<file path="src/rtl/mem_dump_reader.sv">
// Purpose  : reads a window of word-addressed memory and streams each word with its address.
// Latency  : start -> first read strobe 1 cycle, 3 cycles per word with out_ready high, done 1 cycle after last handshake.
// Backpress: out_ready low in PRESENT holds out_addr/out_data/out_last stable; each stall cycle adds one cycle per word.
//
// Build option: define MEM_DUMP_CHECKSUM_EN to enable the running checksum of emitted words;
// when undefined, checksum is tied to 0 and no adder exists.
//
// Ports:
//   clk, reset        : clock (rising edge), asynchronous active-low reset
//   start             : begin a dump (only honoured in IDLE)
//   base_addr         : first word address, latched on accepted start
//   word_count        : number of words (0..2^ADDR_W), latched on accepted start
//   abort             : synchronous cancel of an active dump
//   busy, done        : dump in progress / one-cycle completion pulse
//   mem_rd_en/addr    : synchronous-read memory port request (data returns next cycle)
//   mem_rd_data       : memory read data
//   out_valid/ready   : output stream handshake
//   out_addr/data/last: presented word, its address, final-word flag
//   checksum          : running sum of emitted words (0 when feature disabled)

module mem_dump_reader #(
  parameter int ADDR_W = 12,
  parameter int DATA_W = 32
) (
  input  logic              clk,
  input  logic              reset,
  input  logic              start,
  input  logic [ADDR_W-1:0] base_addr,
  input  logic [ADDR_W:0]   word_count,
  input  logic              abort,
  output logic              busy,
  output logic              done,
  output logic              mem_rd_en,
  output logic [ADDR_W-1:0] mem_addr,
  input  logic [DATA_W-1:0] mem_rd_data,
  output logic              out_valid,
  input  logic              out_ready,
  output logic [ADDR_W-1:0] out_addr,
  output logic [DATA_W-1:0] out_data,
  output logic              out_last,
  output logic [DATA_W-1:0] checksum
);

  typedef enum logic [2:0] {
    S_IDLE    = 3'd0,
    S_ISSUE   = 3'd1,
    S_WAIT    = 3'd2,
    S_PRESENT = 3'd3,
    S_DONE    = 3'd4
  } state_t;

  state_t              r_state;
  logic [ADDR_W:0]     r_rem;
  logic                r_busy;
  logic                r_done;
  logic                r_rd_en;
  // Doubles as the address counter: it always holds the address of the
  // word currently being fetched or presented.
  logic [ADDR_W-1:0]   r_mem_addr;
  logic                r_out_valid;
  logic [ADDR_W-1:0]   r_out_addr;
  logic [DATA_W-1:0]   r_out_data;
  logic                r_out_last;

  logic                w_hs;
  logic                w_start_ok;

  assign w_hs       = r_out_valid & out_ready;
  assign w_start_ok = (r_state == S_IDLE) & start;

  always_ff @(posedge clk or negedge reset) begin
    if (!reset) begin
      r_state     <= S_IDLE;
      r_rem       <= '0;
      r_busy      <= 1'b0;
      r_done      <= 1'b0;
      r_rd_en     <= 1'b0;
      r_mem_addr  <= '0;
      r_out_valid <= 1'b0;
      r_out_addr  <= '0;
      r_out_data  <= '0;
      r_out_last  <= 1'b0;
    end else begin
      r_done <= 1'b0;
      unique case (r_state)
        S_IDLE: begin
          if (start) begin
            r_rem      <= word_count;
            r_mem_addr <= base_addr;
            if (word_count == '0) begin
              // Empty window: skip straight to the completion pulse.
              r_state <= S_DONE;
              r_done  <= 1'b1;
            end else begin
              r_state <= S_ISSUE;
              r_busy  <= 1'b1;
              r_rd_en <= 1'b1;
            end
          end
        end

        S_ISSUE: begin
          if (abort) begin
            r_state <= S_IDLE;
            r_busy  <= 1'b0;
            r_rd_en <= 1'b0;
          end else begin
            r_rd_en <= 1'b0;
            r_state <= S_WAIT;
          end
        end

        S_WAIT: begin
          if (abort) begin
            r_state <= S_IDLE;
            r_busy  <= 1'b0;
          end else begin
            // Memory data for the ISSUE-cycle address is valid now.
            r_out_data  <= mem_rd_data;
            r_out_addr  <= r_mem_addr;
            r_out_last  <= (r_rem == (ADDR_W+1)'(1));
            r_out_valid <= 1'b1;
            r_state     <= S_PRESENT;
          end
        end

        S_PRESENT: begin
          if (abort) begin
            // Abort beats a coincident final handshake: no done pulse.
            r_state     <= S_IDLE;
            r_busy      <= 1'b0;
            r_out_valid <= 1'b0;
          end else if (out_ready) begin
            r_out_valid <= 1'b0;
            r_mem_addr  <= r_mem_addr + ADDR_W'(1);
            r_rem       <= r_rem - (ADDR_W+1)'(1);
            if (r_out_last) begin
              r_state <= S_DONE;
              r_done  <= 1'b1;
              r_busy  <= 1'b0;
            end else begin
              r_state <= S_ISSUE;
              r_rd_en <= 1'b1;
            end
          end
        end

        S_DONE: begin
          // start is deliberately ignored here; the next dump needs IDLE.
          r_state <= S_IDLE;
        end

        default: begin
          r_state     <= S_IDLE;
          r_busy      <= 1'b0;
          r_rd_en     <= 1'b0;
          r_out_valid <= 1'b0;
        end
      endcase
    end
  end

`ifdef MEM_DUMP_CHECKSUM_EN
  logic [DATA_W-1:0] r_checksum;

  // Cleared on an accepted start; abort leaves the partial sum visible.
  always_ff @(posedge clk or negedge reset) begin
    if (!reset) begin
      r_checksum <= '0;
    end else if (w_start_ok) begin
      r_checksum <= '0;
    end else if ((r_state == S_PRESENT) && w_hs && !abort) begin
      r_checksum <= r_checksum + r_out_data;
    end
  end

  assign checksum = r_checksum;
`else
  assign checksum = '0;
`endif

  assign busy      = r_busy;
  assign done      = r_done;
  assign mem_rd_en = r_rd_en;
  assign mem_addr  = r_mem_addr;
  assign out_valid = r_out_valid;
  assign out_addr  = r_out_addr;
  assign out_data  = r_out_data;
  assign out_last  = r_out_last;

endmodule
</file>
<file path="config.mk">
export PLATFORM = sky130hd
export DESIGN_NAME = mem_dump_reader
export DESIGN_NICKNAME = d
export VERILOG_FILES = /design/src/rtl/mem_dump_reader.sv
export SDC_FILE = /design/constraint.sdc
export NUM_CORES = 1
export LEC_CHECK = 0
export BUFFER_PORTS_ARGS = -buffer_cell sky130_fd_sc_hd__buf_4
export CAP_MARGIN = 0
export CORE_MARGIN = 3
export CORE_UTILIZATION = 30
export DETAILED_ROUTE_END_ITERATION = 12
export PLACE_DENSITY_LB_ADDON = 0.1
export SYNTH_ARGS = -nofsm -noshare
export SYNTH_HDL_FRONTEND = slang
export SYNTH_SLANG_ARGS = --single-unit
</file>
<file path="constraint.sdc">
create_clock -name clk -period 5.25 [get_ports clk]
set_input_delay 0.2625 -clock clk [delete_from_list [all_inputs] [get_ports clk]]
set_output_delay 0.2625 -clock clk [all_outputs]
set_load 0.05 [all_outputs]
</file>
After elaboration in Yosys (flattened, before gate mapping)
Index checks and enable logic that the tools add are counted.

Register bits: 77. Input bits: 62. Memories: 0. Memory bits (read-only): 0. Memory bits (writable): 0. Bits in latches: 0. Word-level logic and storage cells: 79.

Shift-type cells: 0. Multipliers: 0. Add/sub/neg operators: 2. Divide/modulo/power cells: 0. $lt $le $gt $ge: 0. Bitwise logic cells: 4. Eq/ne operators: 14. Reductions and logical operators: 12. Multiplexer cells: 37.

Operators by type and width (number): $mux W13 (3); $mux W12 (3); $pmux W13 S2 (1); $pmux W12 S2 (1); $mux W1 (17); $mux W3 (5); $eq A13 B1 Y1 const B (1); $logic_not A13 Y1 (1); $sub A13 B1 Y13 const B (1); $add A12 B1 Y12 const B (1); $ne A2 B2 Y1 const B (6); $pmux W3 S4 (1); $reduce_and A6 Y1 (2); $eq A3 B2 Y1 const B (2); $ne A3 B3 Y1 const B (2); $pmux W1 S3 (2); $mux W2 (2); $not A1 Y1 (4); $pmux W1 S4 (1); $reduce_and A2 Y1 (2); $reduce_and A4 Y1 (1); $reduce_or A2 Y1 (2); $eq A3 B1 Y1 const B (1); $eq A3 B3 Y1 const B (1); 6 further kinds (6).

Longest topological paths before layout
Depth in word-level cells: 4. Mapped depth: 7. Depth with buffers taken out: 6.

Worst setup path after synthesis
Ideal clock, no wire load.

Path type: register to register. From: register r_mem_addr[2] (netlist: mem_addr[2]). To: register r_mem_addr[9] (netlist: mem_addr[9]). Arrival: 1707 ps. Slack: 3417 ps. Cell stages (with the launch flop): 6. Data required time: 5124 ps. Path through: dfrtp_1 clkbuf_1 nand3_1 or4_1 o21ai_0 a21oi_1.

Cells in the longest elaborated chain, start to end: 4.

RTL lines: start, declared (RTL line 59) `logic [ADDR_W-1:0] r_mem_addr;`; start signal, assigned (RTL line 89) `r_mem_addr <= base_addr;`; start signal, assigned (RTL line 135) `r_mem_addr <= r_mem_addr + ADDR_W'(1);`; $add A12 B1 Y12 (RTL line 135); $mux W12 (RTL line 133) `end else if (out_ready) begin`; $mux W12 (RTL line 128) `if (abort) begin`; $pmux W12 S2 (RTL line 85) `unique case (r_state)`.

Every way passes these cells. The select of a mux whose other input is x is not followed. A chain may end at the register's enable or synchronous reset.

Worst setup path after layout
From: register r_state[1]. To: register r_mem_addr[11] (netlist: mem_addr[11]).

Cells in the longest elaborated chain, start to end: 3. Elaborated cells between the ends (all ways): 8. Classes of those cells: 4 x eq/ne; 1 x mux; 3 x reduce/logical.

RTL lines: start, declared (RTL line 52) `state_t r_state;`; start signal, assigned (RTL line 73) `r_state <= S_IDLE;`; start signal, assigned (RTL line 92) `r_state <= S_DONE;`; start signal, assigned (RTL line 95) `r_state <= S_ISSUE;`; $eq A3 B2 Y1 or $logic_not A3 Y1 (tied branches) (RTL line 85); $ne A2 B2 Y1 (no source line) or $reduce_bool A2 Y1 (tied branches); $reduce_and A4 Y1 (no source line).

Several ways; a longest one is shown, not always the timed one.

==> results.py <==
metrics = {
    "routing": {
        "drt_first_pass_iters": 5,
        "drt-total-wl_um": 10100,
        "post_drt_via_cell_ratio": 4.80,
        "routed_wire_length_per_instance_um": 15.4,
        "drc_errors": 0,
        "antenna_left": 0,
        "starting_drc_count_in_detailed_routing": 189,
        "via_count": 3151,
    },
    "synthesis": {
        "synth_sequential_area_ratio_pct": 49.5,
        "ys_warn_count": 0,
        "synth_area_um2": 3890,
        "synthDominantAreaCellType": "sky130_fd_sc_hd__dfrtp_1",
        "post_synth_main_area_contributors": "sky130_fd_sc_hd__dfrtp_1, sky130_fd_sc_hd__mux2_2, sky130_fd_sc_hd__buf_4",
        "synth_seq_cells": 77,
        "synthCells": 368,
        "edff_count_synth": 0,
        "predominant_post_synthesis_flop_cell": "sky130_fd_sc_hd__dfrtp_1",
        "synthDistinctLibCells": 48,
        "ys_async_sr_fraction_pct": 100,
        "area_share_of_the_leading_cell_type_in_the_synthesized_netlist_pct": 49.5,
        "syn_area_per_cell_um2": 10.6,
    },
    "clock_tree": {
        "clkTransAtPathRegs_ps": 60,
        "cts.repair_timing.setup_buffer_count": 0,
        "cts_buffer_depth": 2,
        "clock-sinks": 77,
        "cts_buffers": 9,
        "cts_max_level": 3,
        "clk_root_buffer_cell": "sky130_fd_sc_hd__clkbuf_16",
        "count_of_instances_resized_after_the_clock_tree_is_built": 0,
        "cts_tree": "yes",
        "hold_buffers": 0,
        "clock_latency_reported_for_the_late_side_of_the_worst_skew_pair_ps": 340,
    },
    "power": {
        "swShare_pct": 48.4,
        "leakage_power_total_uw": 0.00227,
        "seqPwrFrac_pct": 31.7,
        "internal-power_uw": 1790,
        "ir_worst_vdd_mv": 0.301,
        "power.density_nw_per_um2": 678,
        "net-switching-power_uw": 1680,
        "comb_power_share_pct": 51.5,
        "power_frac_clock_pct": 16.8,
    },
    "die": {
        "die_height_um": 120,
        "start_util_pct": 31.5,
        "dieArea_um2": 14400,
        "coreArea_um2": 12400,
        "boundaryPins": 155,
        "die-width_um": 120,
        "row_count": 40,
    },
    "global_routing": {
        "grt_pass1_wl_um": 15900,
        "antenna_found_initial": 0,
        "globalRouteOverflowTotal": 0,
        "pin_count_of_the_biggest_net_entering_global_routing": 78,
        "grt_pass1_vias": 3039,
        "globalRouteTotalUtil_pct": 14.0,
    },
    "final_layout": {
        "syn_to_final_growth_pct": 31.2,
        "layout-drive-gt1-share_pct": 39.1,
        "layout_commonest_cell": "sky130_fd_sc_hd__buf_4",
        "mostFrequentLayoutCells": "sky130_fd_sc_hd__buf_4, sky130_fd_sc_hd__dfrtp_1, sky130_fd_sc_hd__mux2_2",
        "diodes": 0,
        "nFillCells": 1255,
        "final_net_count": 548,
    },
    "worst_setup_path": {
        "worst-endpoint-required_ps": 5500,
        "path_max_fanout": 20,
        "r2r_slack_ps": 2640,
        "r2r-start": "r_state[1]",
        "critPathLaunchType": "register",
        "worst_r2r_path_depth": 5,
        "kind_of_critical_path": "reg -> reg",
        "crit-reg2reg-capture": "mem_addr[11]",
        "endpoint_kind": "register",
        "cp.arrival_ps": 2860,
    },
    "timing": {
        "timing.slew.headroom_pct": 33.6,
        "max_clock_freq_mhz": 383,
        "finalClockSkew_ps": 7.57,
        "unrepaired_setup_endpoints_after_global_routing": "no",
        "setup_viol": 0,
        "final.hold.worst_slack_ps": 99.5,
        "total_negative_slack_ps": 0,
        "finalCritPeriodShare_pct": 49.8,
        "finalMaxSlewViolations": 0,
        "timing.final.crit_period_ps": 2610,
        "final_hold_viol_count": 0,
        "tightest_slew_ps": 995,
    },
    "placed_design": {
        "dpl_hpwl_um": 7180,
        "place_congestion": 0.738,
        "io_buffers": 122,
    },
    "hold_path": {
        "min_path_type": "in -> async",
    },
    "status": {
        "outcome": "finished clean",
    },
    "flow_run": {
        "reported_max_cap_violation_count": 0,
    },
}
worst max-delay path, cell delays in order (launching register included):
cell and delay [ps]:
sky130_fd_sc_hd__dfrtp_1 560, sky130_fd_sc_hd__nand3b_1 590, sky130_fd_sc_hd__o21ai_2 740, sky130_fd_sc_hd__buf_4 330, sky130_fd_sc_hd__o21ai_0 100, sky130_fd_sc_hd__a21boi_0 200
final cells by class:
class | count | area [um^2] | area share, %
clock inverters | 4 | 22.5 | 0.441
inverters | 9 | 33.8 | 0.661
repair buffers | 125 | 938 | 18.4
well taps | 168 | 210 | 4.11
flip-flops and latches | 77 | 1930 | 37.7
clock buffers | 12 | 256 | 5.02
multi-input cells | 261 | 1720 | 33.7
power by group through the flow:
stage | Clock, uW | Combinational (uW) | Sequential, uW
4_1_cts | 605 | 1800 | 1100
6_report | 582 | 1790 | 1100
2_1_floorplan | 0 | 527 | 1830
3_5_place_dp | 0 | 1800 | 1110
3_3_place_gp | 0 | 1790 | 1100
5_1_grt | 629 | 1890 | 1150
Yosys cell counts (2+ instances only):
library cell / n
sky130_fd_sc_hd__nand2_1: 16
sky130_fd_sc_hd__dfrtp_1: 77
sky130_fd_sc_hd__nand3_1: 15
sky130_fd_sc_hd__clkbuf_1: 7
sky130_fd_sc_hd__nor2_1: 17
sky130_fd_sc_hd__nand2b_1: 3
sky130_fd_sc_hd__o2bb2ai_1: 2
sky130_fd_sc_hd__ha_1: 3
sky130_fd_sc_hd__and3b_1: 2
sky130_fd_sc_hd__o21ai_0: 25
sky130_fd_sc_hd__buf_4: 33
sky130_fd_sc_hd__a22oi_1: 3
sky130_fd_sc_hd__o22a_1: 3
sky130_fd_sc_hd__nor3_1: 6
sky130_fd_sc_hd__and3_1: 3
sky130_fd_sc_hd__a2bb2oi_1: 6
sky130_fd_sc_hd__nand4_1: 5
sky130_fd_sc_hd__or4_1: 3
sky130_fd_sc_hd__mux2_2: 44
sky130_fd_sc_hd__nor4b_1: 3
sky130_fd_sc_hd__o31ai_1: 2
sky130_fd_sc_hd__nor4_1: 5
sky130_fd_sc_hd__inv_1: 9
sky130_fd_sc_hd__o32ai_1: 3
sky130_fd_sc_hd__buf_2: 12
sky130_fd_sc_hd__a21oi_1: 29
sky130_fd_sc_hd__o22ai_1: 3
sky130_fd_sc_hd__a31oi_1: 9
stage by stage:
stage / total power (uW) / setup WS, ps / area, um^2 / util (%) / std cells
after global routing: 3660 / 2290 / 5110 / 41.3 / 656
after global placement: 2890 / 2670 / 4830 / 39.1 / 640
after detailed placement: 2910 / 2600 / 4830 / 39.1 / 640
final: 3470 / 2640 / 5110 / 41.3 / 656
after CTS: 3510 / 2580 / 5110 / 41.3 / 656
after floorplan: 2360 / 3420 / 4010 / - / 399
per-layer routing:
metal	wire length, um	track usage [%]	vias to the layer above	part of all wire [%]
li1	-	-	1508	-
met1	4450	18.2	1516	44
met2	4860	22.3	118	48
met3	649	4.85	9	6.4
met4	122	4.08	0	1.2
met5	0	0	-	0
sequential cells by signal, indices dropped and copies added (netlist names):
register,flops
out_addr,12
out_valid,1
out_last,1
mem_addr,12
r_state,3
out_data,32
busy,1
r_rem,13
mem_rd_en,1
done,1
worst max path at each step:
stage,slack [ps],cells past startpoint,from,endpoint
6_report,2640,5,r_state[1],mem_addr[11]
5_1_grt,2290,5,r_state[1],mem_addr[11]
4_1_cts,2580,5,r_state[1],mem_addr[11]
3_5_place_dp,2600,5,r_state[1],mem_addr[11]
3_3_place_gp,2670,5,r_state[1],mem_addr[11]
2_1_floorplan,3420,5,mem_addr[2],mem_addr[9]
cell families after synthesis:
logic type	count (synthesis)	synth area share, %
compound gates	92	14.6
other cells	1	0.0963
flops	77	49.5
simple gates	89	12.4
mux	45	13.0
fa+ha+maj	3	0.964
buf+inv	61	9.45
Power figures use the tool's default switching activity.
